==> src/rtl/snn_pkg.sv <==
`default_nettype none
// ============================================================================
// Module      : snn_pkg
// Description : Shared definitions for the colour-detection SNN output stage:
//               decoder state encoding, default counter width, neuron
//               pipeline latency and the class index assignments.
// Revision    : 1.0 - initial release
// ============================================================================
package snn_pkg;

  // Default per-class spike counter width.
  localparam int CNT_W_DEF = 16;

  // Neuron latency from neuron_reset to a clean spike_out:
  // 4-stage adder tree plus the membrane voltage register.
  localparam int NEURON_PIPE_LAT = 5;

  // Class index assignments of the output-layer neurons.
  localparam logic [1:0] CLS_RED   = 2'd0;
  localparam logic [1:0] CLS_GREEN = 2'd1;
  localparam logic [1:0] CLS_BLUE  = 2'd2;
  localparam logic [1:0] CLS_NONE  = 2'd3;

  // Decoder FSM states.
  typedef enum logic [2:0] {
    ST_IDLE   = 3'd0,
    ST_NRST   = 3'd1,
    ST_SETTLE = 3'd2,
    ST_COUNT  = 3'd3,
    ST_DECIDE = 3'd4,
    ST_DONE   = 3'd5
  } state_t;

endpackage : snn_pkg
`default_nettype wire

==> src/rtl/spike_counter_sat.sv <==
`default_nettype none
// ============================================================================
// Module      : spike_counter_sat
// Description : Single unsigned saturating spike counter.
//   clk   in  system clock (rising edge)
//   reset in  synchronous active-high reset, clears count
//   clr   in  synchronous clear (priority over counting)
//   en    in  counting enable
//   inc   in  spike to count when enabled
//   count out current count, sticks at 2^CNT_W-1
// Revision    : 1.0 - initial release
// ============================================================================
module spike_counter_sat
  import snn_pkg::*;
#(
  parameter int CNT_W = CNT_W_DEF
) (
  input  logic             clk,
  input  logic             reset,
  input  logic             clr,
  input  logic             en,
  input  logic             inc,
  output logic [CNT_W-1:0] count
);

  localparam logic [CNT_W-1:0] C_MAX = '1;

  always_ff @(posedge clk) begin
    if (reset || clr) begin
      count <= '0;
    end else if (en && inc && (count != C_MAX)) begin
      count <= count + 1'b1;
    end
  end

endmodule : spike_counter_sat
`default_nettype wire

==> src/rtl/spike_class_decoder.sv <==
`default_nettype none
// ============================================================================
// Module      : spike_class_decoder
// Description : Classifies a frame from the output-layer spike trains. Clears
//               the class neurons, waits out their pipeline, counts spikes per
//               class over a fixed window, then runs a sequential argmax.
//   clk          in  system clock (rising edge)
//   reset        in  synchronous active-high reset
//   start        in  request a classification (sampled in IDLE only)
//   spike_in     in  spike_out of each class neuron, bit i = class i
//   neuron_reset out one-cycle clear pulse for all class neurons
//   busy         out high whenever not IDLE
//   class_valid  out one-cycle result strobe
//   class_out    out winning class index (held until next result)
//   win_count    out spike count of the winner (held)
//   no_spike     out every class count was zero (held)
// Revision    : 1.0 - initial release
// ============================================================================
module spike_class_decoder
  import snn_pkg::*;
#(
  parameter int N_CLASSES = 4,
  parameter int CLASS_W   = 2,
  parameter int CNT_W     = CNT_W_DEF,
  parameter int SETTLE    = NEURON_PIPE_LAT,
  parameter int WINDOW    = 256
) (
  input  logic                 clk,
  input  logic                 reset,
  input  logic                 start,
  input  logic [N_CLASSES-1:0] spike_in,
  output logic                 neuron_reset,
  output logic                 busy,
  output logic                 class_valid,
  output logic [CLASS_W-1:0]   class_out,
  output logic [CNT_W-1:0]     win_count,
  output logic                 no_spike
);

  // One timer serves both SETTLE and COUNT phases, so it is sized for the larger.
  localparam int TMR_MAX = (SETTLE > WINDOW) ? SETTLE : WINDOW;
  localparam int TMR_W   = $clog2(TMR_MAX + 1);

  // Timers count down to zero, so load length-1.
  localparam logic [TMR_W-1:0]   C_SETTLE_LD = (SETTLE > 0) ? TMR_W'(SETTLE - 1) : '0;
  localparam logic [TMR_W-1:0]   C_WINDOW_LD = TMR_W'(WINDOW - 1);
  localparam logic [CLASS_W-1:0] C_LAST_IDX  = CLASS_W'(N_CLASSES - 1);

  state_t             r_state;
  logic [TMR_W-1:0]   r_timer;
  logic [CLASS_W-1:0] r_idx;
  logic [CLASS_W-1:0] r_best_idx;
  logic [CNT_W-1:0]   r_best_cnt;

  logic [CNT_W-1:0]   w_cnt [N_CLASSES];
  logic               w_take;
  logic [CLASS_W-1:0] w_next_idx;
  logic [CNT_W-1:0]   w_next_cnt;

  generate
    for (genvar gi = 0; gi < N_CLASSES; gi++) begin : g_cnt
      spike_counter_sat #(
        .CNT_W (CNT_W)
      ) u_cnt (
        .clk   (clk),
        .reset (reset),
        .clr   (r_state == ST_NRST),
        .en    (r_state == ST_COUNT),
        .inc   (spike_in[gi]),
        .count (w_cnt[gi])
      );
    end
  endgenerate

  // Strict greater-than keeps the earlier (lower) index on a tie.
  always_comb begin
    w_take     = (w_cnt[r_idx] > r_best_cnt);
    w_next_idx = w_take ? r_idx : r_best_idx;
    w_next_cnt = w_take ? w_cnt[r_idx] : r_best_cnt;
  end

  assign busy = (r_state != ST_IDLE);

  always_ff @(posedge clk) begin
    if (reset) begin
      r_state      <= ST_IDLE;
      r_timer      <= '0;
      r_idx        <= '0;
      r_best_idx   <= '0;
      r_best_cnt   <= '0;
      neuron_reset <= 1'b0;
      class_valid  <= 1'b0;
      class_out    <= '0;
      win_count    <= '0;
      no_spike     <= 1'b0;
    end else begin
      neuron_reset <= 1'b0;
      class_valid  <= 1'b0;
      case (r_state)
        ST_IDLE: begin
          if (start) begin
            r_state      <= ST_NRST;
            neuron_reset <= 1'b1;
          end
        end
        ST_NRST: begin
          if (SETTLE == 0) begin
            r_state <= ST_COUNT;
            r_timer <= C_WINDOW_LD;
          end else begin
            r_state <= ST_SETTLE;
            r_timer <= C_SETTLE_LD;
          end
        end
        ST_SETTLE: begin
          if (r_timer == '0) begin
            r_state <= ST_COUNT;
            r_timer <= C_WINDOW_LD;
          end else begin
            r_timer <= r_timer - 1'b1;
          end
        end
        ST_COUNT: begin
          if (r_timer == '0) begin
            r_state    <= ST_DECIDE;
            r_idx      <= '0;
            r_best_idx <= '0;
            r_best_cnt <= '0;
          end else begin
            r_timer <= r_timer - 1'b1;
          end
        end
        ST_DECIDE: begin
          r_best_idx <= w_next_idx;
          r_best_cnt <= w_next_cnt;
          if (r_idx == C_LAST_IDX) begin
            // Publish the result together with the strobe on entry to DONE.
            r_state     <= ST_DONE;
            class_valid <= 1'b1;
            class_out   <= w_next_idx;
            win_count   <= w_next_cnt;
            no_spike    <= (w_next_cnt == '0);
          end else begin
            r_idx <= r_idx + 1'b1;
          end
        end
        ST_DONE: begin
          r_state <= ST_IDLE;
        end
        default: begin
          r_state <= ST_IDLE;
        end
      endcase
    end
  end

endmodule : spike_class_decoder
`default_nettype wire

==> config.mk <==
export PLATFORM = sky130hd
export DESIGN_NAME = spike_class_decoder
export DESIGN_NICKNAME = d
export VERILOG_FILES = /design/src/rtl/snn_pkg.sv /design/src/rtl/spike_counter_sat.sv /design/src/rtl/spike_class_decoder.sv
export SDC_FILE = /design/constraint.sdc
export NUM_CORES = 1
export LEC_CHECK = 0
export CAP_MARGIN = 30
export CORE_ASPECT_RATIO = 0.9
export CORE_MARGIN = 8
export CORE_UTILIZATION = 38
export CTS_BUF_LIST = sky130_fd_sc_hd__clkbuf_4
export DETAILED_ROUTE_END_ITERATION = 10
export GPL_ROUTABILITY_DRIVEN = 0
export SYNTH_ARGS = -nofsm -noshare
export SYNTH_HDL_FRONTEND = slang
export SYNTH_SLANG_ARGS = --single-unit
==> constraint.sdc <==
create_clock -name clk -period 5.2 [get_ports clk]
set_clock_uncertainty 0.15 [all_clocks]
set_input_delay 1.3 -clock clk [delete_from_list [all_inputs] [get_ports clk]]
set_output_delay 1.3 -clock clk [all_outputs]
set_load 0.05 [all_outputs]
==> run_results.csv, run 1 <==
group,metric,value,unit
outcome,status,"finished, final reports clean",
die,rows,43,
worst_setup_path,cp-startpoint,"r_idx[1]",
route,num_vias,5005,
pwr,p_leak,0.002330,uW
pwr,power_frac_comb,17.2,%
sta,maxSlewViolCount,0,
synthesis,yosys.area_share.simple,23.49,%
die,ios,29,
grt,grt_first_pass_wirelength,24.69,mm
worst_setup_path,r2r_start,"r_idx[1]",
worst_hold_path,hp-class,"reg -> reg",
pwr,p_int,1435,uW
pwr,swShare,30.30,%
grt,antenna_found_initial,0,
synthesis,synth_cell_types,55,
synthesis,yosysSeqAreaShare,39.48,%
die,core_area,15330,sq um
worst_setup_path,critical_path_buf_inv_count,0,
synthesis,avgSynthCellArea,8.976,sq um
worst_setup_path,worstRegToRegCells,8,
placed_design,dp_hpwl,10.87,mm
clocking,cts_hold_buf,0,
grt,grt_max_degree,34,
route,routedWlPerCell,16.90,microns
worst_setup_path,cp.depth,8,
worst_setup_path,r2r_end,"r_best_cnt[10]",
clocking,ctsResizeCount,0,
clocking,cts_buffer_depth,2,
clocking,cts_num_sinks,117,
route,ant_nets,0,
worst_setup_path,crit_family,"simple AND/OR/NAND/NOR gates",
worst_setup_path,worstPathMaxFanout,22,
clocking,clk_pin_slew,0.11,ns
die,die_w,147.7,microns
synthesis,synthAdderAreaFrac,4.850,%
placed_design,place_ws,1.125,ns
route,drc,0,
worst_setup_path,cp-end-kind,"register",
pwr,powerDensity,308.0,nW/um^2
sta,fin_tns_setup,0,ns
grt,grt_remaining_overflow,0,
flow_run,maxCapViolCount,0,
clocking,root_buffer,"clkbuf_4",
sta,timing.fmax,244.7,MHz
worst_setup_path,cp_data_required_time,5.54,ns
pwr,power_switching,623.7,uW
clocking,cts_setup_buffers,0,
worst_setup_path,crit_type,"reg -> reg",
pwr,p_clk_share,35.3,%
sta,hold_violations,0,
sta,setup_slack,1.114,ns
worst_setup_path,cp-start-kind,"register",
sta,hold_ws,0.3239,ns
sta,finalCritPeriodShare,78.58,%
pwr,vdd_ir_drop_max,0.2282,mV
synthesis,syn_nets,691,
pwr,p_seq_share,47.5,%
synthesis,synth_area,5933,sq um
worst_hold_path,min_from,"r_timer[8]",
clocking,clock_latency,0.55,ns
placed_design,io_buffers,28,
sta,worstMarginPinSlew,0.8448,ns
layout,syn2layout_area_growth,12.63,%
synthesis,synth-edff-count,0,
layout,layout-drive-gt1-share,7.925,%
worst_setup_path,ff2ff_setup_slack,1.11,ns
die,die_h,134.5,microns
sta,rsz0062_at_grt,"false",
route,first_pass_iters,5,
synthesis,synthArstFlopShare,0,%
route,drt-total-wl,15.14,mm
synthesis,synth_ff_type,"dfxtp_1",
synthesis,synth-seq-cells,117,
grt,grt_pass1_vias,4708,
synthesis,synth_mux_area_share,7.571,%
die,initial_utilization,38.69,%
synthesis,synth-xor-area-share,7.824,%
clocking,cts_made_buffers,17,
layout,layout.nets,711,
worst_setup_path,critPathSlowestCell,"dfxtp_1",
worst_setup_path,endpoint,"r_best_cnt[10]",
layout,diodes,0,
worst_setup_path,cpPeakStageDelay,0.85,ns
worst_setup_path,arrival,4.42,ns
sta,slew_headroom,43.16,%
sta,setup_viol,0,
clocking,htreeDepth,4,
worst_setup_path,cp_cell_sequence,"mux4_1 -> ha_1 -> nand4_1 -> or2_1 -> a211o_1 -> a31o_2 -> nor3_4 -> a22o_1",
synthesis,synth_compound_area_share,12.88,%
sta,timing.final.crit_period,4.086,ns
synthesis,yosysWarnings,0,
grt,grtUsageTotal,15.63,%
layout,fin_util,43.58,%
synthesis,syn_inst,661,
route,drt_iter0_drc,478,
route,via_per_inst,5.586,
die,die-area,19870,sq um
clocking,cts_tree,"built",
synthesis,synth_top_family_by_area,"simple AND/OR/NAND/NOR gates",
registers in the layout, indices dropped and copies added, names as in the netlist:
name,flops
class_out,2
class_valid,1
g_cnt.u_cnt.count,64
neuron_reset,1
no_spike,1
r_best_cnt,16
r_best_idx,2
r_idx,2
r_state,3
r_timer,9
win_count,16
final cells by class:
class	count	area (sq um)
flip-flops and latches	117	2342
clock inverters	13	162.7
fillers	1483	8651
inverters	23	86.33
multi-input cells	488	3371
repair buffers	34	325.3
well taps	202	252.7
clock buffers	19	142.6
Yosys cell counts (all sizes together), types with 2 or more instances:
master / n / area, sq um
nor2: 96 / 360.4
nor3: 22 / 131.4
xnor2: 19 / 166.4
nor4: 10 / 75.07
nor4b: 3 / 26.28
a211oi: 5 / 37.54
mux4: 16 / 379.1
nand3: 44 / 220.2
xor2: 34 / 297.8
nand4b: 2 / 17.52
nor3b: 3 / 22.52
ha: 23 / 287.8
o21ai: 8 / 40.03
and4: 6 / 52.55
nand2b: 4 / 25.02
a22o: 19 / 166.4
mux2i: 7 / 70.07
clkbuf: 21 / 78.83
or4: 2 / 15.01
a32oi: 16 / 140.1
buf: 12 / 66.32
and3: 9 / 56.30
inv: 23 / 86.33
and2: 4 / 25.02
dfxtp: 117 / 2342
o21bai: 2 / 15.01
o31ai: 2 / 20.02
nand2: 41 / 153.9
a211o: 3 / 27.53
a21oi: 38 / 190.2
nand4: 21 / 131.4
nor2b: 4 / 25.02
or3: 5 / 31.28
a31oi: 9 / 56.30
cell families after synthesis:
| kind of cell | count (synthesis) |
|---|---|
| multiplexers | 23 |
| AO/OA/AOI/OAI | 110 |
| adder cells (fa/ha/maj) | 23 |
| flip-flops | 117 |
| XOR/XNOR | 53 |
| AND/OR/NAND/NOR | 279 |
| buffers and inverters | 56 |
power groups by stage:
stage	logic [uW]	clock network (uW)	registers, uW
after floorplan	300	0	980
after global placement	347	0	995
after detailed placement	357	0	997
after CTS	359	747	976
after global routing	404	788	983
final	355	727	977
how the worst min path moves through the flow:
stage	cells after the start	slack [ns]	endpoint
floorplan	1	0.28	r_timer[8]
global placement	1	0.30	r_timer[8]
detailed placement	1	0.31	r_timer[8]
CTS	1	0.33	r_timer[8]
global route	1	0.34	r_timer[8]
finish	1	0.32	r_timer[8]
cell usage in the layout (no fill, tap or decap), types with 5 or more instances in the layout:
| cell | n |
|---|---|
| a211oi_1 | 5 |
| a21oi_1 | 38 |
| a22o_1 | 19 |
| a31oi_1 | 9 |
| a32oi_1 | 16 |
| and3_1 | 9 |
| and4_1 | 6 |
| buf_4 | 6 |
| clkbuf_4 | 19 |
| clkdlybuf4s50_1 | 28 |
| dfxtp_1 | 117 |
| ha_1 | 23 |
| inv_1 | 23 |
| mux2i_1 | 7 |
| mux4_1 | 5 |
| mux4_2 | 11 |
| nand2_1 | 41 |
| nand3_1 | 44 |
| nand4_1 | 21 |
| nor2_1 | 96 |
| nor3_1 | 19 |
| nor4_1 | 8 |
| o21ai_0 | 7 |
| or3_1 | 5 |
| xnor2_1 | 19 |
| xor2_1 | 34 |
stage by stage:
stage | cells | power (uW) | instance area, sq um
after floorplan | 661 | 1280 | 5933
after global placement | 864 | 1343 | 6377
after detailed placement | 864 | 1353 | 6377
after CTS | 896 | 2083 | 6683
after global routing | 896 | 2175 | 6683
final | 896 | 2058 | 6683
routing by layer:
| metal | part of all wire [%] | global-route usage [%] |
|---|---|---|
| met5 | 0 | 0 |
| met4 | 1.5 | 5.603 |
| met3 | 6.1 | 4.214 |
| met2 | 45 | 23.98 |
| met1 | 47 | 20.71 |
Note: power is estimated with default switching activity, not from simulation.
==> run 2: changes to the inputs <==
- clock period: 5.2 -> 3.38 ns (I/O delays scaled with it)
==> run 2 against run 1 <==
Compared with the run above:
- clock power up 16%
- largest cell class unchanged
- sequential share of layout area decreased by 0.48 points
- hold slack gained 0.0013 ns
- worst setup slack got worse by 0.95 ns
- highest routed layer unchanged
- register-to-register slack worse by 0.95 ns
- die area stayed put
- sequential power is 54% higher
- power grew 42%
- critical endpoint is now class_out[1]
- global-route usage up 0.61 points
==> run_results.csv, run 2 (same netlist as run 1, synthesis figures left out) <==
group,metric,value,unit
pwr,p_leak,0.002394,uW
sta,timing.fmax,310.6,MHz
worst_setup_path,worstPathMaxFanout,20,
layout,diodes,0,
clocking,root_buffer,"clkbuf_4",
clocking,cts_num_sinks,117,
placed_design,place_area,6523,sq um
sta,finalCritPeriodShare,95.26,%
die,ios,29,
clocking,cts_made_buffers,17,
route,drt_iter0_drc,406,
grt,antenna_found_initial,0,
outcome,status,"finished, final reports clean",
worst_hold_path,hp-class,"reg -> reg",
route,ant_nets,0,
die,rows,43,
layout,layout.nets,728,
die,die_w,147.7,microns
worst_setup_path,arrival,3.44,ns
route,via_per_inst,5.575,
worst_setup_path,critical_path_buf_inv_count,2,
worst_setup_path,crit_family,"compound AO/OA/AOI/OAI gates",
layout,reg_top3,"g_cnt.u_cnt.count: 64 flops, r_best_cnt: 16 flops, win_count: 16 flops",
route,first_pass_iters,6,
flow_run,maxCapViolCount,0,
sta,setup_viol,0,
placed_design,place_ws,-0.002800,ns
die,core_area,15330,sq um
route,drt-total-wl,15.53,mm
layout,final_cells,909,
pwr,vdd_ir_drop_max,0.2253,mV
clocking,cts_tree,"built",
die,die-area,19870,sq um
worst_setup_path,cp_data_required_time,3.60,ns
layout,final_cell_mix,"dfxtp_1, nor2_1, nand3_1",
layout,final_area,6779,sq um
placed_design,dp_hpwl,11.52,mm
clocking,clock_latency,0.53,ns
worst_setup_path,cp-start-kind,"register",
route,drc,0,
worst_setup_path,cp-end-kind,"register",
sta,timing.final.crit_period,3.220,ns
layout,largest_reg_flops,64,
sta,hold_violations,0,
clocking,cts_buffer_depth,2,
sta,maxSlewViolCount,0,
sta,setup_slack,0.1601,ns
sta,worstMarginPinSlew,0.7349,ns
sta,hold_ws,0.3252,ns
pwr,p_int,1976,uW
grt,grt_first_pass_wirelength,25.79,mm
pwr,p_clk_share,28.8,%
grt,grt_max_degree,40,
layout,n_fill_cell,1476,
route,routedWlPerCell,17.08,microns
route,num_vias,5068,
worst_setup_path,path_common_cell,"buf_12",
worst_setup_path,cp_cell_sequence,"buf_12 -> mux4_1 -> ha_1 -> a21oi_1 -> o21ai_0 -> a221oi_2 -> a31o_2 -> buf_12 -> mux2i_1 -> a211oi_1",
grt,grt_pass1_vias,4991,
worst_setup_path,crit_type,"reg -> reg",
sta,slew_headroom,51.01,%
placed_design,io_buffers,28,
layout,top_register,"g_cnt.u_cnt.count",
layout,layout-drive-gt1-share,9.760,%
worst_setup_path,cpPeakStageDelay,0.59,ns
pwr,power_frac_comb,19.7,%
die,die_h,134.5,microns
pwr,p_seq_share,51.5,%
grt,grtUsageTotal,16.24,%
pwr,power_switching,943.8,uW
placed_design,place_inst,880,
grt,grt_remaining_overflow,0,
layout,syn2layout_area_growth,14.26,%
die,initial_utilization,38.69,%
pwr,power.total,2919,uW
worst_setup_path,critPathSlowestCell,"mux4_1",
pwr,swShare,32.33,%
clocking,htreeDepth,4,
layout,final_common_cell,"dfxtp_1",
clocking,clk_pin_slew,0.10,ns
pwr,powerDensity,430.7,nW/um^2
## run 2: cell types whose count changed in the layout (fill, tap and decap cells not counted)
cell | before | now
buf_4 | 6 | 19
clkbuf_4 | 19 | 18
dfxtp_2 | 0 | 1
dfxtp_1 | 117 | 116
buf_12 | 0 | 4
bufinv_16 | 4 | 1
o2bb2ai_2 | 1 | 0
o2bb2ai_4 | 0 | 1
a221oi_2 | 0 | 1
clkinv_1 | 4 | 5
a221oi_1 | 1 | 0
clkinvlp_4 | 1 | 0
## run 2: worst paths after layout
check / startpoint / to / slack, ns / depth (start not counted)
min: r_timer[8] / r_timer[8] / 0.33 / 1
min reg2reg: r_timer[8] / r_timer[8] / 0.33 / 1
max: r_idx[1] / class_out[1] / 0.16 / 10
max reg2reg: r_idx[1] / class_out[1] / 0.16 / 10
## run 2: power by group through the flow
stage                     registers [uW]  clock network [uW]  logic, uW
after floorplan                     1510                   0        461
after global placement              1530                   0        540
after detailed placement            1530                   0        568
after CTS                           1500                 868        571
after global routing                1520                 936        644
final                               1500                 840        574
## run 2: layer usage
| layer | track usage (%) | share of wire [%] | routed length [microns] |
|---|---|---|---|
| met3 | 3.378 | 5.1 | 792 |
| met2 | 25.51 | 46 | 7119 |
| met1 | 21.35 | 47 | 7328 |
| met4 | 6.678 | 1.9 | 288 |
| met5 | 0 | 0 | 0 |
## run 2: what timing repair did
item,in CTS,in global routing
buffers inserted,1,0
hold buffers,0,0
endpoints found under the hold margin,0,0
setup endpoints to repair,18,36
resized for setup,0,6
pin swaps,1,2
## run 2: area by class of cell
cell class                 instances  area, sq um  share of cell area (%)
multi-input combinational        488         3390                   50.00
sequential                       117         2344                   34.57
timing repair buffer              51        503.0                   7.420
tap                              202        252.7                   3.728
clock buffer                      18        135.1                   1.993
inverter                          23        86.33                   1.274
clock inverter                    10        68.82                   1.015
## run 2: per-stage QoR
stage | utilization, % | TNS (ns)
after floorplan | - | 0
after global placement | 42.41 | 0
after detailed placement | 42.54 | -0.002800
after CTS | 44.00 | 0
after global routing | 44.21 | -0.02299
final | 44.21 | 0
==> run 3: changes to the inputs <==
- clock period: 3.38 -> 2.8 ns (I/O delays scaled with it)
==> run 3 against run 2 <==
Compared with the run above:
- critical path type unchanged
- highest routed layer unchanged
- cell area up 14%
- non-clock buffer count up 88
- the run now ends with negative setup slack left
- largest cell class unchanged
- via count up 6.7%
- final cell count up 10%
- critical endpoint is now r_best_idx[1]
- first-iteration DRC count down 18%
- worst setup slack worse by 0.42 ns
- sequential share of layout area down 4.1 points
==> run_results.csv, run 3 (same netlist as run 1, synthesis figures left out) <==
group,metric,value,unit
clocking,htreeDepth,4,
route,drc,0,
clocking,clock_latency,0.56,ns
die,core_area,15330,sq um
route,via_per_inst,5.404,
die,initial_utilization,38.69,%
grt,grtUsageTotal,16.64,%
pwr,p_seq_share,47.7,%
worst_setup_path,cp-start-kind,"register",
clocking,cts_num_sinks,117,
route,routedWlPerCell,16.57,microns
route,num_vias,5409,
clocking,root_buffer,"clkbuf_4",
pwr,power_frac_comb,19.8,%
layout,final_common_cell,"dfxtp_1",
sta,setup_slack,-0.2571,ns
grt,met2_usage,28.56,%
die,die-area,19870,sq um
layout,final_cell_mix,"dfxtp_1, buf_4, nor2_1",
layout,reg_top3,"g_cnt.u_cnt.count: 64 flops, r_best_cnt: 16 flops, win_count: 16 flops",
pwr,vdd_ir_drop_max,0.2381,mV
pwr,powerDensity,488.1,nW/um^2
sta,hold_violations,0,
clocking,cts_buffer_depth,2,
sta,setup_viol,37,
route,first_pass_iters,5,
route,drt_iter0_drc,331,
sta,worstMarginPinSlew,0.7387,ns
sta,timing.fmax,327.1,MHz
worst_setup_path,arrival,3.41,ns
sta,hold_ws,0.3293,ns
die,die_w,147.7,microns
layout,top_register,"g_cnt.u_cnt.count",
pwr,p_leak,0.002905,uW
layout,largest_reg_flops,64,
pwr,swShare,32.77,%
route,ant_nets,0,
grt,grt_first_pass_wirelength,26.30,mm
pwr,power_switching,1231,uW
worst_setup_path,cp_data_required_time,3.16,ns
clocking,cts_made_buffers,17,
placed_design,io_buffers,28,
clocking,cts_hold_buf,0,
pwr,power.total,3756,uW
flow_run,maxCapViolCount,0,
grt,grt_pass1_vias,5231,
layout,diodes,0,
layout,syn2layout_area_growth,29.69,%
sta,maxSlewViolCount,0,
sta,rsz0062_at_grt,"true",
pwr,p_int,2525,uW
clocking,clk_pin_slew,0.11,ns
worst_setup_path,cp-end-kind,"register",
die,rows,43,
worst_setup_path,crit_type,"reg -> reg",
route,drt-total-wl,16.59,mm
sta,finalCritPeriodShare,109.2,%
sta,slew_headroom,50.62,%
layout,layout.nets,816,
grt,grt_remaining_overflow,0,
die,ios,29,
worst_hold_path,hp-class,"reg -> reg",
clocking,cts_tree,"built",
outcome,status,"finished with violations",
grt,grt_max_degree,26,
sta,timing.final.crit_period,3.057,ns
grt,grt_busiest_layer,"met2",
worst_setup_path,worstPathMaxFanout,18,
placed_design,dp_hpwl,12.27,mm
grt,use_met1,20.31,%
layout,layout-drive-gt1-share,23.78,%
die,die_h,134.5,microns
grt,met3_usage,4.381,%
pwr,p_clk_share,32.6,%
outcome,violations,"negative setup slack",
grt,antenna_found_initial,0,
-- run 3: final timing paths --
path,from,to,slack (ns),cells after the start
worst max register to register,r_idx[1],r_best_idx[1],-0.26,10
worst min-delay path,r_timer[8],r_timer[8],0.33,1
worst max-delay path,r_idx[1],r_best_idx[1],-0.26,10
worst min register to register,r_timer[8],r_timer[8],0.33,1
-- run 3: power by group through the flow --
stage | registers (uW) | clock network, uW | logic [uW]
6_report | 1790 | 1220 | 742
5_1_grt | 1800 | 1320 | 833
4_1_cts | 1790 | 1240 | 742
3_5_place_dp | 1830 | 0 | 733
3_3_place_gp | 1820 | 0 | 713
2_1_floorplan | 1820 | 0 | 561
-- run 3: area by class of cell --
class	count	area [sq um]
fill	1422	7639
multi-input combinational	488	3541
clock inverter	14	136.4
inverter	23	86.33
timing repair buffer	139	1197
sequential	117	2346
clock buffer	18	135.1
tap	202	252.7
-- run 3: what timing repair did --
item | 4_1_cts | 5_1_grt
setup buffers | 5 | 5
setup endpoints to repair | 38 | 37
gates resized for setup | 13 | 24
pin swaps | 2 | 5
cloned | 0 | 1
-- run 3: through the flow --
step / cell area [sq um] / util [%] / std cells / TNS, ns / setup slack [ns]
floorplan: 6006 / - / 661 / -7.217 / -0.3003
global placement: 7181 / 46.83 / 958 / -7.176 / -0.2588
detailed placement: 7181 / 46.83 / 958 / -10.95 / -0.3905
CTS: 7527 / 49.09 / 995 / -7.020 / -0.2441
global route: 7695 / 50.18 / 1001 / -12.13 / -0.3789
finish: 7695 / 50.18 / 1001 / -7.731 / -0.2571
-- run 3: metal layers --
metal  routed length (microns)  vias up
li1                          -     2655
met1                      7498     2622
met2                      8146      121
met3                       830       11
met4                       111        0
met5                         0        -
-- run 3: critical path, cell delays in order (launching register included) --
cell,delay (ns)
dfxtp_4,0.42
buf_12,0.13
mux4_2,0.54
ha_4,0.29
nand4_1,0.12
or2_1,0.25
a211o_1,0.27
a31o_4,0.26
nor3_4,0.22
buf_12,0.18
a22o_1,0.15
